==> src/rtl/z80_bus_arbiter_pkg.sv <==
// Shared types and helpers for the Z80 bus arbiter.
//   arb_state_t : arbiter FSM states
//   NREQ_MAX    : largest supported number of external requesters
//   ACK_W       : width of the BUSACK wait counter
//   rr_pick()   : round-robin winner search starting after the last winner
package z80_bus_arbiter_pkg;

  localparam int unsigned NREQ_MAX = 4;
  localparam int unsigned ACK_W    = 10;

  typedef enum logic [2:0] {
    IDLE,
    REQ,
    GRANT,
    TURN,
    GAP
  } arb_state_t;

  // First set bit of elig, searching last+1, last+2, ... modulo n. The search wraps
  // onto last itself, so a lone requester can win again.
  function automatic logic [1:0] rr_pick(input logic [NREQ_MAX-1:0] elig,
                                         input logic [1:0]          last,
                                         input int unsigned         n);
    logic [1:0]  pick;
    logic        found;
    int unsigned idx;
    pick  = last;
    found = 1'b0;
    for (int unsigned i = 1; i <= NREQ_MAX; i++) begin
      idx = (32'(last) + i) % n;
      if (!found && (i <= n) && elig[idx[1:0]]) begin
        pick  = idx[1:0];
        found = 1'b1;
      end
    end
    return pick;
  endfunction

endpackage

==> src/rtl/z80_bus_arbiter_sync2.sv <==
// Two-flop synchronizer for a single asynchronous input.
//   clk   : destination clock
//   reset : asynchronous, active-low reset; both flops load RESET_VAL
//   d     : asynchronous input
//   q     : synchronized output (two clk of latency)
module z80_bus_arbiter_sync2 #(
  parameter logic RESET_VAL = 1'b1
) (
  input  logic clk,
  input  logic reset,
  input  logic d,
  output logic q
);

  logic meta;

  always_ff @(posedge clk or negedge reset) begin
    if (!reset) begin
      meta <= RESET_VAL;
      q    <= RESET_VAL;
    end else begin
      meta <= d;
      q    <= meta;
    end
  end

endmodule

==> src/rtl/z80_bus_arbiter.sv <==
// Shares the Z80 system bus between the CPU and NREQ external masters using BUSREQ/BUSACK.
// Round-robin among requesters, bounded hold time, and a guaranteed CPU slot between grants.
//   clk      : master clock (not the divided CPU clock)
//   reset    : asynchronous, active-low reset
//   busack_n : Z80 BUSACK, asynchronous to clk
//   req      : level request per master
//   en_mask  : 1 = requester enabled; masked requests are ignored or revoked
//   busreq_n : Z80 BUSREQ, active low
//   gnt      : one-hot grant
//   cur_id   : index of current / last granted requester
//   busy     : high in any state other than IDLE
//   hold_err : 1-cycle pulse, grant revoked by MAX_HOLD
//   ack_err  : 1-cycle pulse, BUSACK timeout
module z80_bus_arbiter
  import z80_bus_arbiter_pkg::*;
#(
  parameter int unsigned NREQ     = 2,
  parameter int unsigned HOLD_W   = 8,
  parameter int unsigned MAX_HOLD = 200,
  parameter int unsigned CPU_SLOT = 16,
  parameter int unsigned ACK_TO   = 1023
) (
  input  logic            clk,
  input  logic            reset,
  input  logic            busack_n,
  input  logic [NREQ-1:0] req,
  input  logic [NREQ-1:0] en_mask,
  output logic            busreq_n,
  output logic [NREQ-1:0] gnt,
  output logic [1:0]      cur_id,
  output logic            busy,
  output logic            hold_err,
  output logic            ack_err
);

  arb_state_t          state_q;
  logic [HOLD_W-1:0]   cnt_q;     // hold count in GRANT, gap count in GAP
  logic [ACK_W-1:0]    ack_q;     // BUSACK wait count in REQ
  logic                ack_s;

  logic [NREQ-1:0]     elig;
  logic [NREQ_MAX-1:0] elig_ext;
  logic [NREQ-1:0]     cur_onehot;
  logic [1:0]          winner;
  logic                cur_ok;
  logic                hold_done;
  logic                gap_done;
  logic                ack_done;
  logic [HOLD_W-1:0]   cnt_inc;
  logic [ACK_W-1:0]    ack_inc;

  z80_bus_arbiter_sync2 #(
    .RESET_VAL (1'b1)
  ) u_ack_sync (
    .clk   (clk),
    .reset (reset),
    .d     (busack_n),
    .q     (ack_s)
  );

  always_comb begin
    elig       = req & en_mask;
    elig_ext   = NREQ_MAX'(elig);
    winner     = rr_pick(elig_ext, cur_id, NREQ);
    cur_onehot = NREQ'(1) << cur_id;
    cur_ok     = |(elig & cur_onehot);
    // Counters saturate rather than wrap.
    cnt_inc    = (&cnt_q) ? cnt_q : cnt_q + 1'b1;
    ack_inc    = (&ack_q) ? ack_q : ack_q + 1'b1;
    hold_done  = (MAX_HOLD != 0) && ((32'(cnt_q) + 32'd1) >= MAX_HOLD);
    gap_done   = (32'(cnt_q) + 32'd1) >= CPU_SLOT;
    ack_done   = (32'(ack_q) + 32'd1) >= ACK_TO;
  end

  always_ff @(posedge clk or negedge reset) begin
    if (!reset) begin
      state_q  <= IDLE;
      busreq_n <= 1'b1;
      gnt      <= '0;
      cur_id   <= 2'(NREQ - 1);
      busy     <= 1'b0;
      hold_err <= 1'b0;
      ack_err  <= 1'b0;
      cnt_q    <= '0;
      ack_q    <= '0;
    end else begin
      hold_err <= 1'b0;
      ack_err  <= 1'b0;
      unique case (state_q)
        IDLE: begin
          if (|elig) begin
            state_q  <= REQ;
            cur_id   <= winner;
            busreq_n <= 1'b0;
            busy     <= 1'b1;
            ack_q    <= '0;
          end
        end
        REQ: begin
          ack_q <= ack_inc;
          // A winner that withdraws before BUSACK is never granted.
          if (!cur_ok) begin
            state_q <= TURN;
          end else if (!ack_s) begin
            state_q <= GRANT;
            gnt     <= cur_onehot;
            cnt_q   <= '0;
          end else if (ack_done) begin
            state_q  <= GAP;
            busreq_n <= 1'b1;
            ack_err  <= 1'b1;
            cnt_q    <= '0;
          end
        end
        GRANT: begin
          cnt_q <= cnt_inc;
          if (!cur_ok || hold_done) begin
            state_q  <= TURN;
            gnt      <= '0;
            hold_err <= cur_ok;  // still wanted, so the limit revoked it
          end
        end
        TURN: begin
          // One cycle with gnt low but BUSREQ still held lets the master's drivers release.
          state_q  <= GAP;
          busreq_n <= 1'b1;
          cnt_q    <= '0;
        end
        GAP: begin
          cnt_q <= cnt_inc;
          if (gap_done && ack_s) begin
            state_q <= IDLE;
            busy    <= 1'b0;
            cnt_q   <= '0;
            ack_q   <= '0;
          end
        end
        default: state_q <= IDLE;
      endcase
    end
  end

endmodule

==> config.mk <==
export PLATFORM = sky130hd
export DESIGN_NAME = z80_bus_arbiter
export DESIGN_NICKNAME = d
export VERILOG_FILES = /design/src/rtl/z80_bus_arbiter_pkg.sv /design/src/rtl/z80_bus_arbiter_sync2.sv /design/src/rtl/z80_bus_arbiter.sv
export SDC_FILE = /design/constraint.sdc
export NUM_CORES = 1
export LEC_CHECK = 0
export BUFFER_PORTS_ARGS = -buffer_cell sky130_fd_sc_hd__buf_2
export CAP_MARGIN = 20
export CELL_PAD_IN_SITES_DETAIL_PLACEMENT = 0
export CELL_PAD_IN_SITES_GLOBAL_PLACEMENT = 1
export CORE_UTILIZATION = 45
export CTS_BUF_LIST = sky130_fd_sc_hd__clkbuf_16
export DETAILED_ROUTE_END_ITERATION = 7
export PLACE_DENSITY_LB_ADDON = 0.1
export SYNTH_ARGS = -nofsm -noshare
export SYNTH_HDL_FRONTEND = slang
export SYNTH_HIERARCHICAL = 1
export SYNTH_SLANG_ARGS = --single-unit
==> constraint.sdc <==
create_clock -name clk -period 2.65 [get_ports clk]
set_clock_uncertainty 0.15 [all_clocks]
set_input_delay 0.3975 -clock clk [delete_from_list [all_inputs] [get_ports clk]]
set_output_delay 0.3975 -clock clk [all_outputs]
set_load 0.02 [all_outputs]
Word-level counts from Yosys, hierarchy flattened. Cells that the tools add are included. Widths: inputs -> output; s select.

Output and inout bits: 8. Register bits after elaboration: 31. Word-level logic and storage cells: 104.

Shift-type cells: 1. $lt $le $gt $ge: 5. Bitwise logic cells: 2. Add/sub/neg operators: 6. Reduce and logical (&&, ||, !) cells: 23. Eq/ne operators: 14. Muxes and demuxes: 42.

Operator list (number): $mux 8 (5); $ge 32x8->1 const B (1); $pmux 8 s4 (1); $mux 10 (3); $pmux 10 s3 (1); $mux 3 (6); $mux 1 (17); $pmux 3 s5 (1); $ne 2x2->1 const B (7); $reduce_and 4->1 (3); $add 10x1->11 const B (1); $ge 11x10->1 const B (1); $add 10x1->10 const B (1); $mux 2 (5); $reduce_and 10->1 (1); $add 8x1->9 const B (1); $ge 9x5->1 const B (1); $reduce_and 3->1 (3); $add 8x1->8 const B (1); $reduce_and 8->1 (1); $eq 3x2->1 const B (2); $lt 1x3->1 const B (2); $reduce_bool 2->1 (3); $reduce_bool 3->1 (2); 18 further kinds (23).

Logic depth before layout (Yosys ltp). Gate-level depths: netlist (run 1).

Word-level depth: 8. Gate-level depth with buffers: 9.

Hierarchy. Netlist (run 1), hierarchy kept.

By module, submodules not included: z80_bus_arbiter (area an instance 1919.3 sq um, cells each 219, instances 1); z80_bus_arbiter_sync2 (area an instance 52.6 sq um, cells each 2, instances 1).

Worst setup path before layout (run 1). No wires, ideal clock.

Path type: reg2reg. Start: reg ack_q[0]. End: reg cnt_q[0]. Period minus slack after synthesis: 2378 ps. Stages on the path, launching flop included: 9. Arrival time: 2104 ps. Data required time: 2376 ps. Path buffers: 1. Slack: 272 ps. Cell sequence: dfrtp_1 > ha_1 > nand3_4 > or3_1 > a211oi_2 > nand4_2 > and2_4 > buf_6 > a211o_1.

Cells in the longest elaborated chain, start to end: 4.

RTL lines: start, declared (line z80_bus_arbiter.sv:38) `logic [ACK_W-1:0] ack_q;`; start signal, assigned (line z80_bus_arbiter.sv:100) `ack_q <= ack_inc;`; $add 10x1->11 (line z80_bus_arbiter.sv:72) `ack_done = (32'(ack_q) + 32'd1) >= ACK_TO;`; $ge 11x10->1 (line z80_bus_arbiter.sv:72); $ne 3x3->1 (no source line); $reduce_and 3->1 (no source line); end signal, assigned (line z80_bus_arbiter.sv:116) `cnt_q <= cnt_inc;`; end signal, assigned (line z80_bus_arbiter.sv:130) `cnt_q <= cnt_inc;`; end, declared (line z80_bus_arbiter.sv:37) `logic [HOLD_W-1:0] cnt_q;`.

No other way between the ends. A chain may end at the register's enable or synchronous reset.

Worst setup path after layout (run 1).
Start: reg cnt_q[0]. End: reg ack_q[4].

Cells in the longest elaborated chain, start to end: 5.

RTL lines: $add 8x1->9 (line z80_bus_arbiter.sv:71) `gap_done = (32'(cnt_q) + 32'd1) >= CPU_SLOT;`; $ge 9x5->1 (line z80_bus_arbiter.sv:71); $logic_and 1x1->1 (line z80_bus_arbiter.sv:131) `if (gap_done && ack_s) begin`; $ne 2x2->1 (no source line); $reduce_and 4->1 (no source line).

No other way between the ends.

==> metrics.md, run 1 <==
| Metric | Value |
|---|---|
| Slew margin rel. | 0.5603 |
| Worst path cell trace | ha_1 -> and3_1 -> a21oi_1 -> o221ai_1 -> a211o_2 -> o21ai_0 -> o31ai_1 |
| Worst-Skew Late Latency | 0.27 ns |
| Global-route wire length before repair | 7.293 mm |
| CP Launch Type | flip-flop |
| Post-Synthesis Cells | 221 |
| Reg2Reg Setup Slack | 0.10 ns |
| Most common cell in the netlist | dfrtp_1 |
| Sw frac | 0.3884 |
| FP Rows | 23 |
| Routed vias/inst | 6.111 |
| PortBufs | 13 |
| Area grow syn2layout | 14.09% |
| Die footprint | 0.004651 mm2 |
| Clock Sinks | 30 |
| Post-Syn Nets | 232 |
| Dpl ws | 0.09593 ns |
| Distinct cells, synth | 66 |
| Slew @ Worst Pin | 0.6595 ns |
| Number of synthesis warnings | 6 |
| H-tree depth | 2 |
| Tmin final | 2.546 ns |
| Hold Path Class | in2async |
| DRC Markers | 0 |
| Routed Wire Length | 4.510 mm |
| Family with the most delay on the worst path | compound AO/OA/AOI/OAI gates |
| Vias | 1754 |
| Number of post-CTS setup repair buffers | 0 |
| Post-DP HPWL | 3.122 mm |
| Synth area leader | dfrtp_1 |
| Slowest cell on crit path | a211o_2 |
| DRT antenna net count | 0 |
| Wire length per cell | 15.71 um |
| Die height | 68.20 um |
| Crit path max fanout | 14 |
| GR Util All Layers | 0.2162 |
| Final-stage net count | 247 |
| Antenna violations before repair | 0 |
| Register bit count reported by yosys | 30 |
| Maximum vdd drop | 0.0003649 V |
| Final Hold Fails | 0 |
| Chip Width | 68.20 um |
| Drt pass-1 iters | 4 |
| Placed Area | 0.002079 mm2 |
| Vias in the first global route | 1543 |
| Number of diodes | 0 |
| Flop pwr share | 0.325 |
| Most frequent cells after synthesis | 26 x dfrtp_1, 22 x nand2_1, 20 x nor2_1 |
| R2R depth | 7 |
| Post-synth EDFFs | 0 |
| Pwr dens | 983.8 mW/mm2 |
| Max Fclk | 0.3928 GHz |
| CTS buffer count | 5 |
| CTS tree | built |
| Status | completed |
| Seq/Total Area, Yosys | 0.3832 |
| Sw Pwr | 0.8596 mW |
| Cells after DPL | 279 |
| Fin Hold WS | 0.003457 ns |
| R2R Path Start | cnt_q[0]$_DFFE_PN0P_ |
| Fraction of registers with async set/reset | 1.000 |
| GP Congestion | 0.8565 |
| Max Root-Sink Buffers | 2 |
| Share of layout cells above drive strength 1 | 0.2447 |
| Slew Limit Fails | 0 |
| Tcrit/Tclk final | 0.9606 |
| Clock power frac | 0.285 |
| WP data required | 2.64 ns |
| Finished Cell Area | 0.002250 mm2 |
| LEAKAGE | 0.9277 nW |
| RSZ-0062 raised after global routing | yes |
| Core area | 0.004115 mm2 |
| CTS root buf | clkbuf_16 |
| Setup tns final | 0 ns |
| Max-Cap Viols | 0 |
| Fin worst setup slack | 0.1043 ns |
| Biggest cell delay along the critical path | 0.48 ns |
| Combinational group share of total power | 0.390 |
| Clock transition at path regs | 0.05 ns |
| Setup crit end kind | flip-flop |
| Largest net degree at the start of global routing | 31 |
| Pint | 1.354 mW |
| Fin cells | 287 |
| 1st-iter DRT viols | 173 |
| Top post-synthesis cells by area | dfrtp_1 33%, dfstp_2 5.3%, nand2_1 4.2%, nor2_1 3.8%, o22a_2 3.0% |
| Total chip power | 2.213 mW |
| Worst R2R End | ack_q[4]$_DFFE_PN0P_ |
| Mapped Area | 0.001972 mm2 |
| Global route overflow | 0 |
| Syn avg cell area | 8.923 um2 |
| Crit path kind | reg2reg |
| Top cell type's share of synthesized area | 0.3299 |
| Final setup viols | 0 |
| Primary FF master, synth | dfrtp_1 |
| Initial Util | 0.4792 |
| Crit path DAT | 2.54 ns |
| Cells resized by post-CTS repair | 0 |
| Final core occ | 0.5467 |
| CP Buf/Inv Count | 0 |
| I/O Pins | 15 |
| Hold buffers post-CTS | 0 |
cell usage in the layout (no fill, tap or decap), types with 2 or more instances in the layout:
master,synthesis,routed
and3_1,3,3
dfrtp_1,26,25
xor2_1,3,3
nand2b_1,4,4
xnor2_1,2,2
o31ai_2,2,2
or3_1,2,2
a21o_2,2,2
a221o_1,2,2
a22o_1,4,4
buf_4,2,7
a21oi_1,7,7
clkinv_2,0,2
dfstp_2,4,4
o21ai_1,5,5
clkbuf_16,0,5
o22a_1,2,2
nand2_1,22,22
nand3_1,10,10
and2_1,2,2
o22a_2,6,6
inv_1,5,5
nor3_1,7,7
a211oi_1,2,2
nand4_1,3,3
ha_1,4,3
nor2b_1,4,4
a31o_2,3,3
o21ai_0,9,9
a31oi_1,9,9
buf_2,3,13
nor4_1,2,2
a21boi_0,2,2
nor2_1,20,20
cell families (layout without fill, tap and decap cells):
family          count (synthesis)  in the layout  synth area share
other cells                     1              1          0.001902
fa+ha+maj                       4              4           0.02538
buf+inv                        17             33           0.04631
xor+xnor                        5              5           0.02221
flops                          30             30            0.3832
simple gates                   87             87            0.2253
mux                             1              1          0.005076
compound gates                 76             76            0.2906
worst max-delay path by stage:
stage	cells past startpoint	slack, ns	startpoint	endpoint
5_1_grt	7	-0.0002	cnt_q[0]$_DFFE_PN0P_	ack_q[4]$_DFFE_PN0P_
6_report	7	0.10	cnt_q[0]$_DFFE_PN0P_	ack_q[4]$_DFFE_PN0P_
2_1_floorplan	8	0.27	ack_q[0]$_DFFE_PN0P_	cnt_q[0]$_DFFE_PN0P_
3_5_place_dp	7	0.1	cnt_q[0]$_DFFE_PN0P_	ack_q[4]$_DFFE_PN0P_
3_3_place_gp	7	0.17	ack_q[0]$_DFFE_PN0P_	cnt_q[0]$_DFFE_PN0P_
4_1_cts	7	0.03	cnt_q[0]$_DFFE_PN0P_	ack_q[4]$_DFFE_PN0P_
final cells by class:
class                           count  area (um2)
Inverter                            5       18.77
Clock buffer                        5       125.1
Multi-Input combinational cell    174        1129
Fill cell                         393        1866
Sequential cell                    30       757.0
Timing Repair Buffer               20       117.6
Tap cell                           50       62.56
Clock inverter                      3       40.04
registers in the layout (all words and copies together) (netlist names):
name / count
cur_id: 1
state_q: 3
gnt: 2
hold_err: 1
busreq_n: 1
u_ack_sync/meta: 1
ack_err: 1
cnt_q: 8
u_ack_sync/q: 1
ack_q: 10
busy: 1
power groups by stage:
| stage | clock network [mW] | logic, mW | registers (mW) |
|---|---|---|---|
| after floorplan | 0 | 0.697 | 0.681 |
| after global placement | 0 | 0.847 | 0.714 |
| after detailed placement | 0 | 0.859 | 0.720 |
| after CTS | 0.645 | 0.866 | 0.713 |
| after global routing | 0.674 | 0.955 | 0.739 |
| final | 0.631 | 0.863 | 0.719 |
worst reg2reg max path, cell delays in order, from the launching register on:
cell      delay, ns
dfrtp_1        0.47
ha_1           0.32
and3_1         0.26
a21oi_1        0.19
o221ai_1       0.23
a211o_2        0.48
o21ai_0        0.22
o31ai_1        0.10
routing by layer:
layer,up-vias,share of wire,track usage
met2,37,0.47,0.3431
met3,4,0.033,0.06500
li1,857,-,-
met4,0,0.0086,0.07292
met1,856,0.49,0.2772
met5,-,0,0
No activity file was read; power rests on OpenSTA's default activity.
==> run 2: changes to the inputs <==
- CORE_ASPECT_RATIO: not set -> 0.75
- CORE_MARGIN: not set -> 2
==> run 2 against run 1 <==
Total power is 2.0% lower. Routed wire length is 1.9% higher. Combinational power is 5.6% higher. Non-clock buffer count is 2 higher. Setup slack better by 0.067 ns. Highest routed layer unchanged. Maximum frequency is 2.7% higher. Register-to-register slack better by 0.07 ns. First-iteration DRC count is 51% lower. Largest cell class unchanged. Via count is 0.68% lower. Clock-buffer cell count stayed put. Sequential share of layout area is 0.13 points lower. Die area is 6.1% higher.
==> metrics.md, run 2 (synthesis gave the netlist of run 1 again) <==
| Metric | Value |
|---|---|
| Status | completed (unchanged) |
| FF/Latch Area | 755.7 um2 (was 757.0 um2) |
| Setup tns final | 0 ns (unchanged) |
| Initial Util | 0.4776 (was 0.4792) |
| Core area | 0.004129 mm2 (was 0.004115 mm2) |
| Die footprint | 0.004933 mm2 (was 0.004651 mm2) |
| Crit path max fanout | 10 (was 14) |
| Tmin final | 2.478 ns (was 2.546 ns) |
| Max Fclk | 0.4035 GHz (was 0.3928 GHz) |
| GP Congestion | 0.9303 (was 0.8565) |
| CTS root buf | clkbuf_16 (unchanged) |
| Maximum vdd drop | 0.0004187 V (was 0.0003649 V) |
| Post-DP HPWL | 3.209 mm (was 3.122 mm) |
| LEAKAGE | 0.9299 nW (was 0.9277 nW) |
| PortBufs | 13 (unchanged) |
| Slowest cell on crit path | dfrtp_1 (was a211o_2) |
| H-tree depth | 2 (unchanged) |
| Hold buffers post-CTS | 0 (unchanged) |
| CTS buffer count | 5 (unchanged) |
| I/O Pins | 15 (unchanged) |
| Pwr dens | 962.4 mW/mm2 (was 983.8 mW/mm2) |
| Antenna violations before repair | 0 (unchanged) |
| GR Util All Layers | 0.2092 (was 0.2162) |
| Biggest cell delay along the critical path | 0.44 ns (was 0.48 ns) |
| FP Rows | 20 (was 23) |
| FILL cells | 397 (was 393) |
| Hold Path Class | in2async (unchanged) |
| Wire length per cell | 15.63 um (was 15.71 um) |
| DRC Markers | 0 (unchanged) |
| Largest register FFs | 10 (unchanged) |
| Biggest register | ack_q (unchanged) |
| Setup crit end kind | flip-flop (unchanged) |
| Family with the most delay on the worst path | simple AND/OR/NAND/NOR gates (was compound AO/OA/AOI/OAI gates) |
| Routed Wire Length | 4.596 mm (was 4.510 mm) |
| Chip Width | 80.44 um (was 68.20 um) |
| CTS tree | built (unchanged) |
| Max Root-Sink Buffers | 2 (unchanged) |
| Most common cell after layout, fill and taps aside | dfrtp_1 (unchanged) |
| Global route overflow | 0 (unchanged) |
| Global-route wire length before repair | 7.693 mm (was 7.293 mm) |
| Slew Limit Fails | 0 (unchanged) |
| Max-Cap Viols | 0 (unchanged) |
| Most frequent cells in the layout | 26 x dfrtp_1, 22 x nand2_1, 20 x nor2_1 (was 25 x dfrtp_1, 22 x nand2_1, 20 x nor2_1) |
| Share of layout cells above drive strength 1 | 0.2385 (was 0.2447) |
| Tcrit/Tclk final | 0.9352 (was 0.9606) |
| Worst path cell trace | ha_2 -> nand3_4 -> or3_1 -> a211oi_2 -> nand4_2 -> and2_4 -> a211o_1 (was ha_1 -> and3_1 -> a21oi_1 -> o221ai_1 -> a211o_2 -> o21ai_0 -> o31ai_1) |
| R2R Path Start | ack_q[0]$_DFFE_PN0P_ (was cnt_q[0]$_DFFE_PN0P_) |
| Slew @ Worst Pin | 0.6783 ns (was 0.6595 ns) |
| Clock Sinks | 30 (unchanged) |
| Routed vias/inst | 5.925 (was 6.111) |
| Fin cells | 294 (was 287) |
| WP data required | 2.67 ns (was 2.64 ns) |
| Area of the multi-input gates | 0.001142 mm2 (was 0.001129 mm2) |
| Final setup viols | 0 (unchanged) |
| Worst R2R End | cnt_q[0]$_DFFE_PN0P_ (was ack_q[4]$_DFFE_PN0P_) |
| Finished Cell Area | 0.002255 mm2 (was 0.002250 mm2) |
| CP Launch Type | flip-flop (unchanged) |
| Largest regs | ack_q (10), cnt_q (8), state_q (3) (unchanged) |
| Final-stage net count | 249 (was 247) |
| R2R depth | 7 (unchanged) |
| Cells after DPL | 283 (was 279) |
| Final core occ | 0.5461 (was 0.5467) |
| Drt pass-1 iters | 4 (unchanged) |
| Crit path kind | reg2reg (unchanged) |
| DRT antenna net count | 0 (unchanged) |
| Crit path DAT | 2.49 ns (was 2.54 ns) |
| 1st-iter DRT viols | 84 (was 173) |
| Vias in the first global route | 1589 (was 1543) |
| Reg2Reg Setup Slack | 0.17 ns (was 0.10 ns) |
| Number of diodes | 0 (unchanged) |
| CP Buf/Inv Count | 0 (unchanged) |
| Largest net degree at the start of global routing | 31 (unchanged) |
| Worst Setup SP | ack_q[0]$_DFFE_PN0P_ (was cnt_q[0]$_DFFE_PN0P_) |
| Die height | 61.33 um (was 68.20 um) |
| Slew margin rel. | 0.5478 (was 0.5603) |
| Worst-Skew Late Latency | 0.28 ns (was 0.27 ns) |
| Final Hold Fails | 0 (unchanged) |
| Clock transition at path regs | 0.05 ns (about the same) |
| Placed Area | 0.002078 mm2 (was 0.002079 mm2) |
| Vias | 1742 (was 1754) |
| Area grow syn2layout | 14.34% (was 14.09%) |
## run 2: cell type report
cell class / count / share of cell area
Sequential cell: 30 / 0.3352
Timing Repair Buffer: 22 / 0.05882
Multi-Input combinational cell: 174 / 0.5067
Tap cell: 55 / 0.03052
Clock buffer: 5 / 0.05549
Clock inverter: 3 / 0.004994
Inverter: 5 / 0.008324
## run 2: worst max-delay path by stage
stage	to	slack, ns	depth (start not counted)
floorplan	cnt_q[0]$_DFFE_PN0P_	0.27	8
global placement	cnt_q[0]$_DFFE_PN0P_	0.17	7
detailed placement	ack_q[2]$_DFFE_PN0P_	0.13	7
CTS	ack_q[2]$_DFFE_PN0P_	0.09	7
global route	cnt_q[0]$_DFFE_PN0P_	-0.004	7
finish	cnt_q[0]$_DFFE_PN0P_	0.17	7
## run 2: what timing repair did
item | CTS | global route
resized for setup | 0 | 4
buffers inserted | 0 | 3
setup endpoints to repair | 0 | 12
## run 2: worst register-to-register path: cells and delay by family (launching register included)
kind | cells | cell delay, ns
DFF | 1 | 0.44
and+or+nand+nor | 4 | 0.94
AOI/OAI and AO/OA | 2 | 0.57
adders and majority gates | 1 | 0.27
## run 2: stage by stage
stage	hold slack, ns	setup WS (ns)	total power [mW]
floorplan	-0.04809	0.2721	1.379
global placement	0.1990	0.1724	1.554
detailed placement	0.1968	0.1272	1.564
CTS	0.03935	0.09068	2.096
global route	0.05722	-0.004428	2.336
finish	0.008358	0.1718	2.170
## run 2: per-layer routing
metal,global-route usage,wire length (um)
met3,0.07625,309
met4,0.05569,76
met1,0.2974,2277
met2,0.3036,1934
met5,0,0
## run 2: report_power, final
part | leakage, nW | switching [mW] | internal [mW]
clock | 0.0738 | 0.193 | 0.336
combinational | 0.466 | 0.513 | 0.398
sequential | 0.390 | 0.167 | 0.562
total | 0.930 | 0.874 | 1.30
